$ cat config.mk
export PLATFORM = sky130hd
export DESIGN_NAME = color_classify_nch_flat
export DESIGN_NICKNAME = d
export VERILOG_FILES = /design/src/rtl/color_classify_nch_pkg.sv /design/src/rtl/color_classify_nch_if.sv /design/src/rtl/color_classify_nch_match_ch.sv /design/src/rtl/color_classify_nch.sv /design/src/flat_wrapper.sv
export SDC_FILE = /design/constraint.sdc
export NUM_CORES = 1
export LEC_CHECK = 0
export ABC_AREA = 1
export ABC_CLOCK_PERIOD_IN_PS = 7740
export BUFFER_PORTS_ARGS = -buffer_cell sky130_fd_sc_hd__buf_2
export CAP_MARGIN = 40
export CORE_MARGIN = 3
export CORE_UTILIZATION = 35
export DETAILED_ROUTE_END_ITERATION = 12
export HOLD_SLACK_MARGIN = 0.06
export PLACE_DENSITY_LB_ADDON = 0.15
export SLEW_MARGIN = 5
export SYNTH_ARGS = -nofsm -noshare
export SYNTH_HDL_FRONTEND = slang
export SYNTH_HIERARCHICAL = 1
export SYNTH_SLANG_ARGS = --single-unit
$ cat constraint.sdc
create_clock -name sys_clk -period 7.74 [get_ports sys_clk]
set_input_delay 1.161 -clock sys_clk [delete_from_list [all_inputs] [get_ports sys_clk]]
set_output_delay 1.161 -clock sys_clk [all_outputs]
set_load 0.03 [all_outputs]
$ cat src/rtl/color_classify_nch_pkg.sv
// Shared types and helpers for the N-channel colour classifier:
// class codes, the per-channel config record and RGB565 unpack/repack.
package color_classify_nch_pkg;

   localparam int C_W  = 6;
   localparam int N_CH = 4;
   localparam int V_W  = C_W + 2;

   localparam logic [3:0] CLS_BLACK = 4'(N_CH);
   localparam logic [3:0] CLS_WHITE = 4'(N_CH + 1);

   typedef struct packed {
      logic [C_W-1:0] r;
      logic [C_W-1:0] g;
      logic [C_W-1:0] b;
   } rgb_t;

   typedef struct packed {
      logic             en;
      logic [3*C_W-1:0] ref_rgb;
      logic [V_W-1:0]   err;
      logic [V_W-1:0]   vmin;
      logic [V_W-1:0]   vmax;
      logic [15:0]      color;
   } ch_cfg_t;

   // Components are left-aligned in C_W bits so wider builds keep the same scale.
   function automatic rgb_t unpack565(input logic [15:0] px);
      rgb_t c;
      c.r = C_W'(px[15:11]) << (C_W - 5);
      c.g = C_W'(px[10:5])  << (C_W - 6);
      c.b = C_W'(px[4:0])   << (C_W - 5);
      return c;
   endfunction

   function automatic logic [15:0] repack565(input rgb_t c);
      return {c.r[C_W-1 -: 5], c.g[C_W-1 -: 6], c.b[C_W-1 -: 5]};
   endfunction

endpackage

$ cat src/rtl/color_classify_nch_if.sv
// Pixel, configuration and statistics bus of the colour classifier.
interface color_classify_nch_if #(
   parameter int P_W   = 12,
   parameter int CNT_W = 20
) ();
   import color_classify_nch_pkg::*;

   logic             cfg_we;
   logic [2:0]       cfg_addr;
   logic             cfg_en;
   logic [3*C_W-1:0] cfg_ref;
   logic [V_W-1:0]   cfg_err;
   logic [V_W-1:0]   cfg_vmin;
   logic [V_W-1:0]   cfg_vmax;
   logic [15:0]      cfg_color;
   logic [V_W-1:0]   i_wb_threshold;
   logic             i_vs;
   logic             i_valid;
   logic [15:0]      i_data;

   logic             o_valid;
   logic [15:0]      o_data;
   logic [15:0]      o_data_raw;
   logic [3:0]       o_class;
   logic [P_W-1:0]   o_x;
   logic [P_W-1:0]   o_y;
   logic             o_stat_valid;
   logic [2:0]       o_stat_idx;
   logic [CNT_W-1:0] o_stat_cnt;
   logic             o_stat_last;

   modport master (
      output cfg_we, cfg_addr, cfg_en, cfg_ref, cfg_err, cfg_vmin, cfg_vmax, cfg_color,
      output i_wb_threshold, i_vs, i_valid, i_data,
      input  o_valid, o_data, o_data_raw, o_class, o_x, o_y,
      input  o_stat_valid, o_stat_idx, o_stat_cnt, o_stat_last
   );

   modport slave (
      input  cfg_we, cfg_addr, cfg_en, cfg_ref, cfg_err, cfg_vmin, cfg_vmax, cfg_color,
      input  i_wb_threshold, i_vs, i_valid, i_data,
      output o_valid, o_data, o_data_raw, o_class, o_x, o_y,
      output o_stat_valid, o_stat_idx, o_stat_cnt, o_stat_last
   );

endinterface

$ cat src/rtl/color_classify_nch_match_ch.sv
// One channel's match path: S1 captures abs differences and the channel config,
// S2 registers the match decision together with the channel's display colour.
module color_match_ch
   import color_classify_nch_pkg::*;
(
   input  logic           sys_clk,
   input  logic           sys_rst,
   input  rgb_t           px,
   input  logic [V_W-1:0] v_s1,
   input  ch_cfg_t        cfg,
   output logic           match,
   output logic [15:0]    color
);

   function automatic logic [V_W-1:0] absdiff(input logic [C_W-1:0] a, input logic [C_W-1:0] b);
      return (a >= b) ? V_W'(a - b) : V_W'(b - a);
   endfunction

   rgb_t           ref_px;
   logic [V_W-1:0] d_r, d_g, d_b, err_q, vmin_q, vmax_q;
   logic           en_q;
   logic [15:0]    color_q;

   assign ref_px = rgb_t'(cfg.ref_rgb);

   // NOTE: registers use <= so each stage samples the previous stage's pre-edge value.
   always_ff @(posedge sys_clk) begin
      if (sys_rst) begin
         d_r     <= '0;
         d_g     <= '0;
         d_b     <= '0;
         en_q    <= 1'b0;
         err_q   <= '0;
         vmin_q  <= '0;
         vmax_q  <= '0;
         color_q <= '0;
         match   <= 1'b0;
         color   <= '0;
      end else begin
         d_r     <= absdiff(px.r, ref_px.r);
         d_g     <= absdiff(px.g, ref_px.g);
         d_b     <= absdiff(px.b, ref_px.b);
         en_q    <= cfg.en;
         err_q   <= cfg.err;
         vmin_q  <= cfg.vmin;
         vmax_q  <= cfg.vmax;
         color_q <= cfg.color;
         match   <= en_q && ((d_r + d_g + d_b) <= err_q) && (v_s1 >= vmin_q) && (v_s1 <= vmax_q);
         color   <= color_q;
      end
   end

endmodule

$ cat src/rtl/color_classify_nch.sv
// N-channel RGB565 colour classifier: config regfile, 3-stage classify pipeline,
// pixel position tracking and per-frame channel statistics with serial dump.
module color_classify_nch
   import color_classify_nch_pkg::*;
#(
   parameter int P_W   = 12,
   parameter int IMG_X = 640,
   parameter int IMG_Y = 480,
   parameter int CNT_W = 20
) (
   input logic                 sys_clk,
   input logic                 sys_rst,
   color_classify_nch_if.slave bus
);

   typedef enum logic {ST_RUN, ST_DUMP} st_t;

   ch_cfg_t          cfg_q [N_CH];
   rgb_t             in_px, s1_px;
   logic             s1_valid, s2_valid, s2_above;
   logic [V_W-1:0]   s1_v, s1_thr;
   logic [P_W-1:0]   cnt_x, cnt_y, cur_x, cur_y, s1_x, s1_y, s2_x, s2_y;
   logic [15:0]      s2_raw, sel_data;
   logic [3:0]       sel_class;
   logic [N_CH-1:0]  s2_match, hit;
   logic [15:0]      s2_color [N_CH];
   logic [CNT_W-1:0] live_cnt [N_CH];
   logic [CNT_W-1:0] shadow_cnt [N_CH];
   st_t              state, state_nx;
   logic [2:0]       idx, idx_nx;

   assign in_px = unpack565(bus.i_data);
   assign s1_v  = V_W'(s1_px.r) + V_W'(s1_px.g) + V_W'(s1_px.b);
   assign cur_x = bus.i_vs ? '0 : cnt_x;
   assign cur_y = bus.i_vs ? '0 : cnt_y;

   // NOTE: the config array is reset explicitly so every channel comes up disabled.
   always_ff @(posedge sys_clk) begin
      if (sys_rst) begin
         for (int k = 0; k < N_CH; k++) cfg_q[k] <= '0;
      end else if (bus.cfg_we) begin
         for (int k = 0; k < N_CH; k++)
            if (bus.cfg_addr == 3'(k))
               cfg_q[k] <= '{en: bus.cfg_en, ref_rgb: bus.cfg_ref, err: bus.cfg_err,
                             vmin: bus.cfg_vmin, vmax: bus.cfg_vmax, color: bus.cfg_color};
      end
   end

   // The pixel that arrives with i_vs is (0,0); the counters hold the next pixel's position.
   always_ff @(posedge sys_clk) begin
      if (sys_rst) begin
         cnt_x <= '0;
         cnt_y <= '0;
      end else if (bus.i_valid) begin
         if (cur_x == P_W'(IMG_X - 1)) begin
            cnt_x <= '0;
            cnt_y <= (cur_y == P_W'(IMG_Y - 1)) ? '0 : cur_y + 1'b1;
         end else begin
            cnt_x <= cur_x + 1'b1;
            cnt_y <= cur_y;
         end
      end else if (bus.i_vs) begin
         cnt_x <= '0;
         cnt_y <= '0;
      end
   end

   for (genvar k = 0; k < N_CH; k++) begin : g_ch
      color_match_ch u_match (
         .sys_clk (sys_clk),
         .sys_rst (sys_rst),
         .px      (in_px),
         .v_s1    (s1_v),
         .cfg     (cfg_q[k]),
         .match   (s2_match[k]),
         .color   (s2_color[k])
      );
   end

   // NOTE: defaults come first so no path through a combinational block infers a latch.
   always_comb begin
      sel_data  = s2_above ? 16'h0000 : 16'hFFFF;
      sel_class = s2_above ? CLS_BLACK : CLS_WHITE;
      for (int k = N_CH - 1; k >= 0; k--) begin
         if (s2_match[k]) begin
            sel_data  = s2_color[k];
            sel_class = 4'(k);
         end
      end
   end

   always_ff @(posedge sys_clk) begin
      if (sys_rst) begin
         s1_valid       <= 1'b0;
         s1_px          <= '0;
         s1_x           <= '0;
         s1_y           <= '0;
         s1_thr         <= '0;
         s2_valid       <= 1'b0;
         s2_above       <= 1'b0;
         s2_raw         <= '0;
         s2_x           <= '0;
         s2_y           <= '0;
         bus.o_valid    <= 1'b0;
         bus.o_data     <= '0;
         bus.o_data_raw <= '0;
         bus.o_class    <= '0;
         bus.o_x        <= '0;
         bus.o_y        <= '0;
      end else begin
         s1_valid       <= bus.i_valid;
         s1_px          <= in_px;
         s1_x           <= cur_x;
         s1_y           <= cur_y;
         s1_thr         <= bus.i_wb_threshold;
         s2_valid       <= s1_valid;
         s2_above       <= s1_v > s1_thr;
         s2_raw         <= repack565(s1_px);
         s2_x           <= s1_x;
         s2_y           <= s1_y;
         bus.o_valid    <= s2_valid;
         bus.o_data     <= sel_data;
         bus.o_data_raw <= s2_raw;
         bus.o_class    <= sel_class;
         bus.o_x        <= s2_x;
         bus.o_y        <= s2_y;
      end
   end

   always_comb begin
      hit = '0;
      for (int k = 0; k < N_CH; k++) hit[k] = bus.o_valid && (bus.o_class == 4'(k));
   end

   // A pixel leaving the pipeline in the snapshot cycle belongs to the new frame.
   always_ff @(posedge sys_clk) begin
      if (sys_rst) begin
         for (int k = 0; k < N_CH; k++) begin
            live_cnt[k]   <= '0;
            shadow_cnt[k] <= '0;
         end
      end else begin
         for (int k = 0; k < N_CH; k++) begin
            if (bus.i_vs) begin
               shadow_cnt[k] <= live_cnt[k];
               live_cnt[k]   <= CNT_W'(hit[k]);
            end else if (hit[k] && (live_cnt[k] != '1)) begin
               live_cnt[k] <= live_cnt[k] + 1'b1;
            end
         end
      end
   end

   always_ff @(posedge sys_clk) begin
      if (sys_rst) begin
         state <= ST_RUN;
         idx   <= '0;
      end else begin
         state <= state_nx;
         idx   <= idx_nx;
      end
   end

   always_comb begin
      state_nx         = state;
      idx_nx           = idx;
      bus.o_stat_valid = 1'b0;
      bus.o_stat_idx   = '0;
      bus.o_stat_cnt   = '0;
      bus.o_stat_last  = 1'b0;
      if (bus.i_vs) begin
         state_nx = ST_DUMP;
         idx_nx   = '0;
      end else if (state == ST_DUMP) begin
         if (idx == 3'(N_CH - 1)) state_nx = ST_RUN;
         else                     idx_nx   = idx + 1'b1;
      end
      if (state == ST_DUMP) begin
         bus.o_stat_valid = 1'b1;
         bus.o_stat_idx   = idx;
         bus.o_stat_last  = (idx == 3'(N_CH - 1));
         for (int k = 0; k < N_CH; k++)
            if (idx == 3'(k)) bus.o_stat_cnt = shadow_cnt[k];
      end
   end

endmodule

$ cat src/flat_wrapper.sv
// flat-port wrapper written by rule: the top's interface ports become plain ports
module color_classify_nch_flat import color_classify_nch_pkg::*;
#(
   parameter int P_W   = 12,
   parameter int IMG_X = 640,
   parameter int IMG_Y = 480,
   parameter int CNT_W = 20
)
  (sys_clk, sys_rst, bus_cfg_we, bus_cfg_addr, bus_cfg_en, bus_cfg_ref, bus_cfg_err, bus_cfg_vmin, bus_cfg_vmax, bus_cfg_color, bus_i_wb_threshold, bus_i_vs, bus_i_valid, bus_i_data, bus_o_valid, bus_o_data, bus_o_data_raw, bus_o_class, bus_o_x, bus_o_y, bus_o_stat_valid, bus_o_stat_idx, bus_o_stat_cnt, bus_o_stat_last);
  color_classify_nch_if #(.P_W(P_W), .CNT_W(CNT_W)) bus_i ();
  input logic sys_clk;
  input logic sys_rst;
  input wire logic [$bits(bus_i.cfg_we)-1:0] bus_cfg_we;
  input wire logic [$bits(bus_i.cfg_addr)-1:0] bus_cfg_addr;
  input wire logic [$bits(bus_i.cfg_en)-1:0] bus_cfg_en;
  input wire logic [$bits(bus_i.cfg_ref)-1:0] bus_cfg_ref;
  input wire logic [$bits(bus_i.cfg_err)-1:0] bus_cfg_err;
  input wire logic [$bits(bus_i.cfg_vmin)-1:0] bus_cfg_vmin;
  input wire logic [$bits(bus_i.cfg_vmax)-1:0] bus_cfg_vmax;
  input wire logic [$bits(bus_i.cfg_color)-1:0] bus_cfg_color;
  input wire logic [$bits(bus_i.i_wb_threshold)-1:0] bus_i_wb_threshold;
  input wire logic [$bits(bus_i.i_vs)-1:0] bus_i_vs;
  input wire logic [$bits(bus_i.i_valid)-1:0] bus_i_valid;
  input wire logic [$bits(bus_i.i_data)-1:0] bus_i_data;
  output wire logic [$bits(bus_i.o_valid)-1:0] bus_o_valid;
  output wire logic [$bits(bus_i.o_data)-1:0] bus_o_data;
  output wire logic [$bits(bus_i.o_data_raw)-1:0] bus_o_data_raw;
  output wire logic [$bits(bus_i.o_class)-1:0] bus_o_class;
  output wire logic [$bits(bus_i.o_x)-1:0] bus_o_x;
  output wire logic [$bits(bus_i.o_y)-1:0] bus_o_y;
  output wire logic [$bits(bus_i.o_stat_valid)-1:0] bus_o_stat_valid;
  output wire logic [$bits(bus_i.o_stat_idx)-1:0] bus_o_stat_idx;
  output wire logic [$bits(bus_i.o_stat_cnt)-1:0] bus_o_stat_cnt;
  output wire logic [$bits(bus_i.o_stat_last)-1:0] bus_o_stat_last;
  assign bus_i.cfg_we = bus_cfg_we;
  assign bus_i.cfg_addr = bus_cfg_addr;
  assign bus_i.cfg_en = bus_cfg_en;
  assign bus_i.cfg_ref = bus_cfg_ref;
  assign bus_i.cfg_err = bus_cfg_err;
  assign bus_i.cfg_vmin = bus_cfg_vmin;
  assign bus_i.cfg_vmax = bus_cfg_vmax;
  assign bus_i.cfg_color = bus_cfg_color;
  assign bus_i.i_wb_threshold = bus_i_wb_threshold;
  assign bus_i.i_vs = bus_i_vs;
  assign bus_i.i_valid = bus_i_valid;
  assign bus_i.i_data = bus_i_data;
  assign bus_o_valid = bus_i.o_valid;
  assign bus_o_data = bus_i.o_data;
  assign bus_o_data_raw = bus_i.o_data_raw;
  assign bus_o_class = bus_i.o_class;
  assign bus_o_x = bus_i.o_x;
  assign bus_o_y = bus_i.o_y;
  assign bus_o_stat_valid = bus_i.o_stat_valid;
  assign bus_o_stat_idx = bus_i.o_stat_idx;
  assign bus_o_stat_cnt = bus_i.o_stat_cnt;
  assign bus_o_stat_last = bus_i.o_stat_last;
  color_classify_nch #(.P_W(P_W), .IMG_X(IMG_X), .IMG_Y(IMG_Y), .CNT_W(CNT_W)) u_core (.sys_clk(sys_clk), .sys_rst(sys_rst), .bus(bus_i));
endmodule
==> summary.md <==
The flow ran to the end, and the final reports show no timing, DRC or antenna violations. The number of distinct library cells after synthesis is 49, and the number of standard-cell rows in the floorplan is 129. The delay of the slowest cell on the worst path was 0.55 ns; the final setup violation count was 0. In this run the most critical hold path is launched from u_core/g_ch[2].u_match/color_q[10]$_SDFF_PP0_. After synthesis, flip-flops and latches occupy 49.3% of the total area. After the flow finishes, the layout carries non-filler instances totaling 7019.

At the end of the flow the core is filled with cells to 40.4%. Setup repair after global routing left no endpoint under its margin. The top fanout value on the critical path is 22, and the area of the multi-input gates is 17600 um2. On the final layout, the worst clock skew is 0.0298 ns. In this run the deepest clock path goes through 3 buffers. A synthesized cell averages 8.64 um2. The fraction of the cycle the final worst path needs is 52.9%. The sequential cell area is 21800 um2. Buffers inserted during clock tree synthesis total 103. The cell area after synthesis was 44200 um2; the gate count after technology mapping was 5114. Number of failing hold endpoints at the final stage: 0. Cell with the biggest individual delay on the critical path: nor2_1. The type of the worst setup path is reg2out.

For the weighted congestion reported at the end of routability-driven placement, the log shows 0.836. The detailed router placed 31200 vias in this run. Detailed placer's ending HPWL: 80.9 mm. In this run the clock root is driven by a clkbuf_16. The share of cells above drive strength 1 was 11.2%. The via count of the first global-routing pass came out at 30500. The vertical die dimension was 361 um. The clock reaches the later pin of the worst-skew pair after 0.70 ns. For this design, the sink count on the clock tree is 891.

The worst setup path is captured at a primary output. From left edge to right edge, the die measures 361 um. After clock tree synthesis, the flow added hold-fix buffers numbering 0. The core box area is 124000 um2, and the area enclosed by the die boundary is 131000 um2. Power spread over the standard cell area amounts to 252 nW/um2.

The tools report the required time reported for the critical path endpoint as 6.58 ns. The run gives 44.9% as the worst-case headroom to the max-slew limit. Slew of the pin with the lowest slew margin: 0.826 ns.

Once placement completed, the tool counted placed cells totaling 6822. The tools report the startpoint of the worst-slack reg-to-reg timing path as u_core/g_ch[2].u_match/d_r[1]$_SDFF_PP0_. The signal on the critical path passes through inv_1 > ha_1 > nor2_1 > buf_4 > o211ai_1 > nand2_1 > buf_2.

The routed design could run at a clock period as short as 4.09 ns. The reported leakage power is 0.0231 uW, and the layout overhead on the synthesized area is 13.8%. The first TritonRoute pass finished after 5 iterations. Iteration-0 DRC count of the detailed router: 1778.

In this run the critical register-to-register path is captured at u_core/g_ch[2].u_match/match$_SDFF_PP0_. After detailed routing, the number of remaining DRC violations is 0. The H-tree was split into 3 levels. Summed over all layers, the routed wires come to 112 mm. The total of fill cells in the finished design came out at 12600. The maximum operating frequency is 244 MHz.

For this design the top-level I/O count stands at 177. In the global route stage, overall resource usage came out at 17.0%. After detailed routing, the average wire length per cell comes to 15.9 um.

Buffers placed on the I/O ports in this run total 175. Clock-pin slew was measured on the worst setup and hold paths at 0.06 ns. The first global-routing pass estimated 174 mm of wire. The number of setup buffers added after CTS is 0.

The worst-case IR drop observed on VDD is 0.000164 V. The number of gates resized after CTS was 0. Once the floorplan was initialized, standard cells occupied 35.5% of the core. Max-slew violation count: 0. The detail route stage leaves a number of antenna-violating nets equal to 0. Counting flops and latches in the post-synthesis netlist gives 891. The library cell used most frequently in the layout, excluding fill and tap cells, is inv_1. The tools report the number of warnings printed during yosys synthesis as 6. In the layout the commonest cells are 1021 x inv_1, 939 x nor2_1, 721 x nand2_1, 495 x dfxtp_1, 396 x edfxtp_1. The routed via count divided by cell count is 4.45, and the arrival time at the worst endpoint is 2.93 ns. Counting cells, the worst reg-to-reg path comes to 20.

The setup TNS was 0 ns. STA classifies the critical path startpoint as a register. The initial antenna violation count was 5. The cell family contributing the most delay on the critical path is buffers and inverters.

The run gives 0 as the global route total overflow. The tightest min-delay check is of the reg2reg type. In this run the worst setup path begins at u_core/idx[2]$_SDFFE_PP0P_.

In this run the register-to-register setup slack is 4.39 ns. The worst hold path terminates at u_core/g_ch[2].u_match/color[10]$_SDFF_PP0_. Entering global routing, the biggest net connects 151 pins. In the final design database the tool counted 5730 nets. Together, buffers and inverters on the worst path number 3.

The worst hold path depth was 2. The tool flagged a number of max-cap violations equal to 0. TritonCTS built the clock tree.
where the power goes:
part           internal, uW  leakage [uW]  switching (uW)
combinational           867        0.0133            1510
clock                  2880       0.00168            2030
sequential             5220       0.00814             149
logic make-up after synthesis:
logic type | synth area share, %
and+or+nand+nor | 21.0
adders and majority gates | 10.9
AOI/OAI and AO/OA | 5.37
xor gates and xnor gates | 2.36
other | 0.00849
buffers and inverters | 11.0
DFF | 49.3
stage by stage:
step	hold WS, ns	instance area [um2]	power, uW	worst slack (ns)
after floorplan	0.388	44200	7190	1.65
after global placement	0.389	46500	7830	3.53
after detailed placement	0.392	46800	7870	3.64
after CTS	0.400	50300	12900	3.63
after global routing	0.408	50300	13400	3.35
final	0.396	50300	12700	3.65
cells in the mapped netlist (all sizes together):
cell type	count	area (um2)
inv	1047	3950
o21bai	6	48.8
nor3b	2	15.0
o21ai	109	561
clkinv	7	28.8
fa	62	1240
nor4	3	18.8
o211ai	33	248
nor2	1009	4220
a21oi	257	1370
or2	11	68.8
a211oi	1	7.51
nand3	188	1040
buf	78	579
o21a	13	97.6
clkbuf	79	297
nor3	42	254
nand4	52	325
dfxtp	495	9910
nand2	802	3250
nand3b	10	75.1
conb	1	3.75
ha	287	3590
edfxtp	396	11900
xnor2	36	315
xor2	83	727
a21boi	5	37.5
flip-flops by register name, indices dropped and copies added (netlist names), 28 cells and up:
register                     cells
u_core/cfg_q                   236
u_core/live_cnt                 80
u_core/g_ch.u_match/d_g         28
u_core/g_ch.u_match/err_q       32
u_core/g_ch.u_match/color_q     64
u_core/g_ch.u_match/vmax_q      32
u_core/g_ch.u_match/d_b         28
u_core/g_ch.u_match/d_r         28
u_core/g_ch.u_match/vmin_q      32
u_core/g_ch.u_match/color       64
u_core/shadow_cnt               80
area by class of cell:
class	count	area share, %
tap	1637	4.07
clock buffer	154	5.83
clock inverter	42	1.10
inverter	1054	7.92
timing repair buffer	212	2.63
sequential	891	43.4
multi-input combinational	3028	35.1
antenna	1	0.00498
worst max path at each step:
stage / end / slack, ns / depth (start not counted)
2_1_floorplan: u_core/cfg_q[0][0]$_SDFFCE_PN0P_ / 1.65 / 2
3_3_place_gp: u_core/live_cnt[2][11]$_SDFFCE_PN0P_ / 3.53 / 7
3_5_place_dp: u_core/cfg_q[3][52]$_SDFFCE_PN0P_ / 3.64 / 7
4_1_cts: bus_o_stat_cnt[13] / 3.63 / 7
5_1_grt: bus_o_stat_cnt[3] / 3.35 / 7
6_report: bus_o_stat_cnt[13] / 3.65 / 7
routing by layer:
metal / up-vias / global-route usage, % / share of wire, %
met2: 509 / 27.9 / 45
met4: 0 / 3.76 / 2.0
met1: 14500 / 23.9 / 49
met5: - / 0 / 0
li1: 16100 / - / -
met3: 140 / 2.29 / 3.7
worst min-delay path, stage by stage, from the launching register on:
cell     delay (ns)
dfxtp_1        0.29
inv_1          0.04
nor2_1         0.03
(Power assumes the default switching activity.)
